**config.mk**
```make
export PLATFORM = sky130hd
export DESIGN_NAME = mw_countdown_timer
export DESIGN_NICKNAME = d
export VERILOG_FILES = /design/src/rtl/mw_pkg.sv /design/src/rtl/mw_countdown_timer_tick_prescaler.sv /design/src/rtl/mw_countdown_timer.sv
export SDC_FILE = /design/constraint.sdc
export NUM_CORES = 1
export LEC_CHECK = 0
export ABC_AREA = 0
export CAP_MARGIN = 20
export CORE_MARGIN = 10
export CORE_UTILIZATION = 52
export CTS_CLUSTER_DIAMETER = 120
export DETAILED_ROUTE_END_ITERATION = 12
export GPL_ROUTABILITY_DRIVEN = 0
export GPL_TIMING_DRIVEN = 0
export PLACE_DENSITY_LB_ADDON = 0.25
export SLEW_MARGIN = 10
export SYNTH_ARGS = -nofsm -noshare
export SYNTH_HDL_FRONTEND = slang
export SYNTH_SLANG_ARGS = --single-unit
export TNS_END_PERCENT = 10
```
**constraint.sdc**
```tcl
create_clock -name clk -period 3.9 [get_ports clk]
set_clock_uncertainty 0.2 [all_clocks]
set_input_delay 0.39 -clock clk [delete_from_list [all_inputs] [get_ports clk]]
set_output_delay 0.39 -clock clk [all_outputs]
set_load 0.01 [all_outputs]
```
**src/rtl/mw_pkg.sv**
```systemverilog
// Shared types, constants and BCD helpers for the microwave countdown timer.
package mw_pkg;

  localparam int BCD_W = 4;

  localparam logic [BCD_W-1:0] SEC_TENS_MAX = 4'd5;
  localparam logic [BCD_W-1:0] DIGIT_MAX    = 4'd9;

  typedef enum logic [1:0] {
    IDLE  = 2'd0,
    RUN   = 2'd1,
    PAUSE = 2'd2
  } state_t;

  // Displayed time as three BCD digits, m:ss.
  typedef struct packed {
    logic [BCD_W-1:0] mins;
    logic [BCD_W-1:0] sec_tens;
    logic [BCD_W-1:0] sec_ones;
  } mmss_t;

  function automatic logic is_zero(input mmss_t t);
    return (t == '0);
  endfunction

  // One-second BCD decrement with borrow through the tens and minutes digits.
  function automatic mmss_t bcd_dec(input mmss_t t);
    mmss_t r;
    r = t;
    if (t.sec_ones != '0) begin
      r.sec_ones = t.sec_ones - 1'b1;
    end else if (t.sec_tens != '0) begin
      r.sec_ones = DIGIT_MAX;
      r.sec_tens = t.sec_tens - 1'b1;
    end else if (t.mins != '0) begin
      r.mins     = t.mins - 1'b1;
      r.sec_tens = SEC_TENS_MAX;
      r.sec_ones = DIGIT_MAX;
    end
    return r;
  endfunction

  // Keypad entry: digits scroll in from the right.
  function automatic mmss_t shift_in(input mmss_t t, input logic [BCD_W-1:0] d);
    mmss_t r;
    r.mins     = t.sec_tens;
    r.sec_tens = t.sec_ones;
    r.sec_ones = d;
    return r;
  endfunction

endpackage

```
**src/rtl/mw_countdown_timer_tick_prescaler.sv**
```systemverilog
// Divides clk down to a one-cycle tick every TICK_DIV enabled cycles.
module tick_prescaler #(
  parameter int TICK_DIV = 50_000_000
) (
  input  logic clk,
  input  logic reset,
  input  logic clr,
  input  logic en,
  output logic tick
);

  localparam int CNT_W = (TICK_DIV > 2) ? $clog2(TICK_DIV) : 1;
  localparam logic [CNT_W-1:0] CNT_MAX = CNT_W'(TICK_DIV - 1);

  logic [CNT_W-1:0] count;

  // A clear on the same cycle suppresses the tick so a restart never sees a stale second.
  assign tick = en && !clr && (count == CNT_MAX);

  // Count enabled cycles, wrapping on the tick; clear restarts the second.
  always_ff @(posedge clk or posedge reset) begin
    // NOTE: sequential state uses non-blocking assignments so every flop samples pre-edge values.
    if (reset) begin
      count <= '0;
    end else if (clr) begin
      count <= '0;
    end else if (en) begin
      count <= tick ? '0 : count + 1'b1;
    end
  end

endmodule

```
**src/rtl/mw_countdown_timer.sv**
```systemverilog
// Keypad-loaded m:ss countdown timer with start/pause/clear and door interlock.
module mw_countdown_timer
  import mw_pkg::*;
#(
  parameter int TICK_DIV = 50_000_000
) (
  input  logic             clk,
  input  logic             reset,
  input  logic             key_valid,
  input  logic [BCD_W-1:0] key_digit,
  input  logic             start,
  input  logic             stop,
  input  logic             door_open,
  output logic [BCD_W-1:0] mins,
  output logic [BCD_W-1:0] sec_tens,
  output logic [BCD_W-1:0] sec_ones,
  output logic             running,
  output logic             done
);

  state_t state, state_n;
  mmss_t  tm, tm_n;
  logic   done_n;
  logic   pre_clr;
  logic   tick;
  logic   start_ok;
  logic   key_ok;
  logic   halt;

  tick_prescaler #(
    .TICK_DIV(TICK_DIV)
  ) u_prescaler (
    .clk  (clk),
    .reset(reset),
    .clr  (pre_clr),
    .en   (state == RUN),
    .tick (tick)
  );

  assign start_ok = start && !door_open;
  assign halt     = stop || door_open;
  // A digit is taken only if the old ones digit can become a legal tens-of-seconds digit.
  assign key_ok   = key_valid && (key_digit <= DIGIT_MAX) && (tm.sec_ones <= SEC_TENS_MAX);

  // State, time and flag registers; running/done are registered copies of the next values.
  always_ff @(posedge clk or posedge reset) begin
    if (reset) begin
      state   <= IDLE;
      tm      <= '0;
      done    <= 1'b0;
      running <= 1'b0;
    end else begin
      state   <= state_n;
      tm      <= tm_n;
      done    <= done_n;
      running <= (state_n == RUN);
    end
  end

  // Next-state logic: stop/door outrank start, start outranks the tick.
  always_comb begin
    // NOTE: defaulting every combinational output first keeps this block latch-free.
    state_n = state;
    unique case (state)
      IDLE: begin
        if (!stop && start_ok && !is_zero(tm)) state_n = RUN;
      end
      RUN: begin
        if (halt)                               state_n = PAUSE;
        else if (tick && is_zero(bcd_dec(tm)))  state_n = IDLE;
      end
      PAUSE: begin
        if (stop)          state_n = IDLE;
        else if (start_ok) state_n = RUN;
      end
      default: state_n = IDLE;
    endcase
  end

  // Datapath: time update, completion pulse and prescaler restart.
  always_comb begin
    tm_n    = tm;
    done_n  = 1'b0;
    pre_clr = 1'b0;
    unique case (state)
      IDLE: begin
        if (stop)                             tm_n    = '0;
        else if (start_ok && !is_zero(tm))    pre_clr = 1'b1;
        else if (key_ok)                      tm_n    = shift_in(tm, key_digit);
      end
      RUN: begin
        if (halt) begin
          pre_clr = 1'b1;
        end else if (tick) begin
          tm_n   = bcd_dec(tm);
          done_n = is_zero(bcd_dec(tm));
        end
      end
      PAUSE: begin
        if (stop)          tm_n    = '0;
        else if (start_ok) pre_clr = 1'b1;
      end
      default: tm_n = '0;
    endcase
  end

  assign mins     = tm.mins;
  assign sec_tens = tm.sec_tens;
  assign sec_ones = tm.sec_ones;

endmodule

```
== Word-level counts from Yosys, hierarchy flattened ==
Cells that the tools add are included.
Storage, ports and cells
  register bits: 42
  output and inout port bits: 14
  logic and storage cells: 85
Operators by class
  add/subtract/negate cells: 4
  order comparisons: 2
  equal/unequal tests: 9
  mux-type cells: 40
  reductions and logical operators: 23
Operators by type and width (count)
  12-bit 2-to-1 mux: 7
  26-bit 2-to-1 mux: 3
  8-bit 2-to-1 mux: 7
  12-bit logical NOT: 3
  12-bit case mux with 3 select lines: 1
  4-bit 2-to-1 mux: 7
  26-bit by 1-bit adder with 26-bit output (second input constant): 1
  26-bit == test (second input constant): 1
  4-bit nonzero test: 3
  4-bit by 1-bit subtractor with 4-bit output (second input constant): 3
  2-bit 2-to-1 mux: 5
  1-bit logical AND: 9
  1-bit 2-to-1 mux: 8
  2-bit inequality test (second input constant): 3
  3-bit inequality test (second input constant): 2
  2-bit case mux with 3 select lines: 1
  5-bit AND reduction: 1
  2-bit by 1-bit == test with 1-bit output (second input constant): 2
  4-bit by 3-bit less-or-equal comparator with 1-bit output (second input constant): 1
  4-bit less-or-equal comparator (second input constant): 1
  1-bit logical NOT: 4
  1-bit case mux with 3 select lines: 1
  2-bit == test (second input constant): 1
  2-bit logical NOT: 1
  2 further kinds: 2

== Depth between registers and ports, before layout ==
  depth after elaboration: 16
  gate-level depth with buffers: 9
  gate-level depth less buffers: 7

== Hierarchy ==
Synthesis repeated with hierarchy kept, for this count alone.
Unflattened totals
  cell total of the unflattened synthesis: 355
  area total of the unflattened synthesis: 2966.6 um2
By module, submodules not included
  tick_prescaler: instances 1, cells an instance 195, area an instance 1690.4 um2, sequential area each 650.6 um2
  mw_countdown_timer: instances 1, cells an instance 160, area an instance 1276.2 um2, sequential area each 400.4 um2

== Worst setup path before layout ==
No wires, ideal clock.
  path type: reg-to-reg
  from: reg tm (netlist bit sec_ones[0])
  to: reg u_prescaler.count[16]
  data arrival time: 2384 ps
  data required time: 3599 ps
  slack: 1215 ps
  stages on the path, launching flop included: 10
  period minus slack after synthesis: 2685 ps
  cells stage by stage: dfrtp_1 inv_1 ha_1 or3b_2 buf_2 or4_4 a21oi_4 buf_6 a21oi_1 o32ai_1
On the way
  word-level cells in the longest chain between the ends: 12
  elaborated cells on any way between the ends: 13
  those cells by class: mux: 6; reduce/logical: 7
RTL lines
  start, declared: RTL line mw_countdown_timer.sv:22  | mmss_t tm, tm_n;
  start signal, assigned: RTL line mw_countdown_timer.sv:54  | tm <= tm_n;
  12-bit logical NOT (*): RTL line mw_pkg.sv:23  | return (t == '0);
  1-bit logical NOT (*): RTL line mw_countdown_timer.sv:88  | else if (start_ok && !is_zero(tm)) pre_clr = 1'b1;
  1-bit logical AND (*): RTL line mw_countdown_timer.sv:88
  1-bit 2-to-1 mux (*): RTL line mw_countdown_timer.sv:88
  1-bit 2-to-1 mux (*): RTL line mw_countdown_timer.sv:87  | if (stop) tm_n = '0;
  1-bit case mux with 3 select lines (*): RTL line mw_countdown_timer.sv:85  | unique case (state)
  1-bit logical NOT: RTL line mw_countdown_timer_tick_prescaler.sv:18  | assign tick = en && !clr && (count == CNT_MAX);
  1-bit logical AND (2 in a row): RTL line mw_countdown_timer_tick_prescaler.sv:18
  26-bit 2-to-1 mux: RTL line mw_countdown_timer_tick_prescaler.sv:28  | count <= tick ? '0 : count + 1'b1;
  26-bit 2-to-1 mux: RTL line mw_countdown_timer_tick_prescaler.sv:27  | end else if (en) begin
  26-bit 2-to-1 mux: RTL line mw_countdown_timer_tick_prescaler.sv:25  | end else if (clr) begin
  end signal, assigned: RTL line mw_countdown_timer_tick_prescaler.sv:28
  end, declared: RTL line mw_countdown_timer_tick_prescaler.sv:15  | logic [CNT_W-1:0] count;
Mark *: on every way between the ends. The rest lies on a longest branch, timed or not. The select of a mux whose other input is x is not followed.
A chain may end at the register's enable or synchronous reset.

== Final worst setup path ==
  from: reg tm (netlist bit sec_ones[0])
  to: reg done
On the way
  word-level cells in the longest chain between the ends: 12
  elaborated cells on any way between the ends: 25
  those cells by class: add/sub: 1; mux: 16; reduce/logical: 8
RTL lines
  parallel branches: the longest is 9 deep, another holds 4-bit by 1-bit subtractor with 4-bit output
  1-bit 2-to-1 mux (*): RTL line mw_countdown_timer.sv:94  | end else if (tick) begin
  1-bit 2-to-1 mux (*): RTL line mw_countdown_timer.sv:92  | if (halt) begin
  1-bit 2-to-1 mux (*): RTL line mw_countdown_timer.sv:85
  named net done_n: RTL line mw_countdown_timer.sv:23  | logic done_n;
  end signal, assigned: RTL line mw_countdown_timer.sv:55  | done <= done_n;
  end, declared: RTL line mw_countdown_timer.sv:18  | output logic done
Mark *: on every way through the listed nets, which the timed path passes. The select of a mux whose other input is x is not followed.

==> out/qor.csv <==
metric,value,unit
synth_async_sr_flop_share,1.00,
h-tree-depth,2,
rows,27,
timing.fmax,310,MHz
powerDensity,582,nW/um^2
netlist_instances,333,
nNetsFinal,380,
crit_cells,8,
whs,185,ps
setup_viol,0,
postRouteAntennaNets,0,
hold_path.class,in -> async,
critPathTopFamily,simple AND/OR/NAND/NOR gates,
drc,0,
r2r_start,sec_ones[0],
fin_crit,3230,ps
path_buf_inv,2,
start_util,0.537,
syn_area,2970,sq um
dr.first_iter.drc_count,233,
clockBufferDepth,2,
first_pass_iters,4,
ys_top_cells_by_count,"42 x dfrtp_1, 24 x nand2_1, 22 x a21oi_1",
clk_pin_slew_worst_paths,100,ps
wire_per_inst,17.6,microns
rr_worst_depth,8,
yosys_warnings,0,
yosys.area.top_type_share,0.353,
yosysSeqAreaShare,0.353,
yosysTopAreaCell,dfrtp_1,
period_share,0.827,
fill_cells,476,
status,"complete, no violations",
wirelength,7680,microns
cts.sinks,42,
grt_start_max_net_pins,25,
cts_root_buffer,clkbuf_8,
post_cts_resized,0,
via_per_inst,6.39,
insertedDiodeCount,0,
crit_path_top_delay_cell,nor4_1,
p_leak,1.39,nW
tns,0,ps
worst_pin_slew,1070,ps
arrival,3270,ps
vias,2791,
slowest_delay,570,ps
path_max_fanout,10,
syn_nets,349,
rsz0062_at_grt,false,
area_growth,14.4,%
synth_edf_count,0,
dieArea,9140,sq um
finalPower,1.98,mW
ys.flop_type,dfrtp_1,
antenna_found_initial,0,
ir_drop,305,uV
clock_latency,320,ps
grt.total_usage,0.174,
finalHoldViolCount,0,
postCtsSetupBuffers,0,
place_hpwl,5570,microns
maxCapViolations,0,
drv_slew,0,
yosysMostFrequentCell,dfrtp_1,
fp.dieH,95.6,microns
drive_gt1_frac,0.101,
ctsHoldBuffers,0,
ys_types,66,
cp-start-kind,flop,
cts_buffers,5,
io_buffers,22,
syn_avg_cell_area,8.93,sq um
overflow,0,
grt_pass1_vias,2624,
coreArea,5540,sq um
crit_chain,"inv_1, ha_1, nor3b_1, clkbuf_1, nand2_1, a311o_1, nor4_1, nor2b_1",
cts_tree,done,
grt_pass1_wl,13000,microns
end_kind,flop,
critical_path_class,reg -> reg,
synth_area_leaders,"dfrtp_1 35%, a21oi_1 3.7%, mux2i_1 3.7%",
crit_path_start,sec_ones[0],
slew_headroom,0.279,
fp.dieW,95.6,microns
worstPathRequired,3950,ps
ys_seq_elements,42,
ioPinCount,24,
-- sequential cells by signal (all words and copies together) (netlist names) --
signal and count:
u_prescaler.count 26, mins 4, sec_ones 4, sec_tens 4
state 2, done 1, running 1
-- cells by family (layout without fill, tap and decap cells) --
group	after synthesis	after routing	share of synthesized area
AO/OA/AOI/OAI	82	82	0.190
XOR/XNOR	4	4	0.0118
adder cells (fa/ha/maj)	6	6	0.0252
buffers and inverters	36	68	0.0618
flip-flops	42	42	0.353
multiplexers	21	21	0.0749
AND/OR/NAND/NOR	142	142	0.283
-- power breakdown --
part / switching, mW / internal [mW]
Sequential: 0.101 / 0.496
Combinational: 0.593 / 0.485
Clock: 0.176 / 0.129
Total: 0.870 / 1.11
-- worst paths after layout --
path | slack, ps | to
worst max-delay path | 670 | done
worst min-delay path | 180 | u_prescaler.count[2]
worst max register to register | 670 | done
worst min register to register | 300 | u_prescaler.count[25]
max in group asynchronous | 2810 | sec_tens[1]
min in group clk | 210 | state[1]
-- metrics by stage --
stage / utilization / instance area [sq um] / worst slack, ps / cells
after CTS: 0.613 / 3400 / 712 / 436
after detailed placement: 0.596 / 3300 / 729 / 428
after global routing: 0.614 / 3400 / 518 / 437
after global placement: 0.593 / 3280 / 753 / 427
after floorplan: - / 2970 / 1220 / 333
final: 0.614 / 3400 / 673 / 437
-- metal layers --
metal | GRT usage | share of wire | up-vias
met5 | 0 | 0 | -
met4 | 0.0430 | 0.0070 | 0
met3 | 0.0377 | 0.084 | 6
met2 | 0.265 | 0.45 | 110
met1 | 0.243 | 0.46 | 1353
li1 | - | - | 1322
-- cell usage in the layout (no fill, tap or decap), drive strengths merged, types with 5 or more instances in the layout --
cell type,synthesis,final
ha,6,6
buf,10,12
nor2,14,14
clkdlybuf4s50,0,22
clkbuf,11,16
a22o,6,6
mux2,10,10
and3,6,6
nor4,7,7
nand3,21,21
a211oi,5,5
a21o,5,5
nor2b,8,8
mux2i,11,11
a21oi,24,24
o21ai,13,13
nor3,9,9
nand4,17,17
dfrtp,42,42
nand2,24,24
nand2b,5,5
inv,15,16
-- layout make-up --
cell class	instances	area (sq um)	area share
Clock inverter	3	25.0	0.00735
Tap cell	72	90.1	0.0265
Clock buffer	5	68.8	0.0202
Buffer	21	128	0.0375
Multi-Input combinational cell	255	1740	0.511
Sequential cell	42	1050	0.309
Timing Repair Buffer	24	245	0.0721
Inverter	15	56.3	0.0165
No activity file was read; power rests on OpenSTA's default activity.
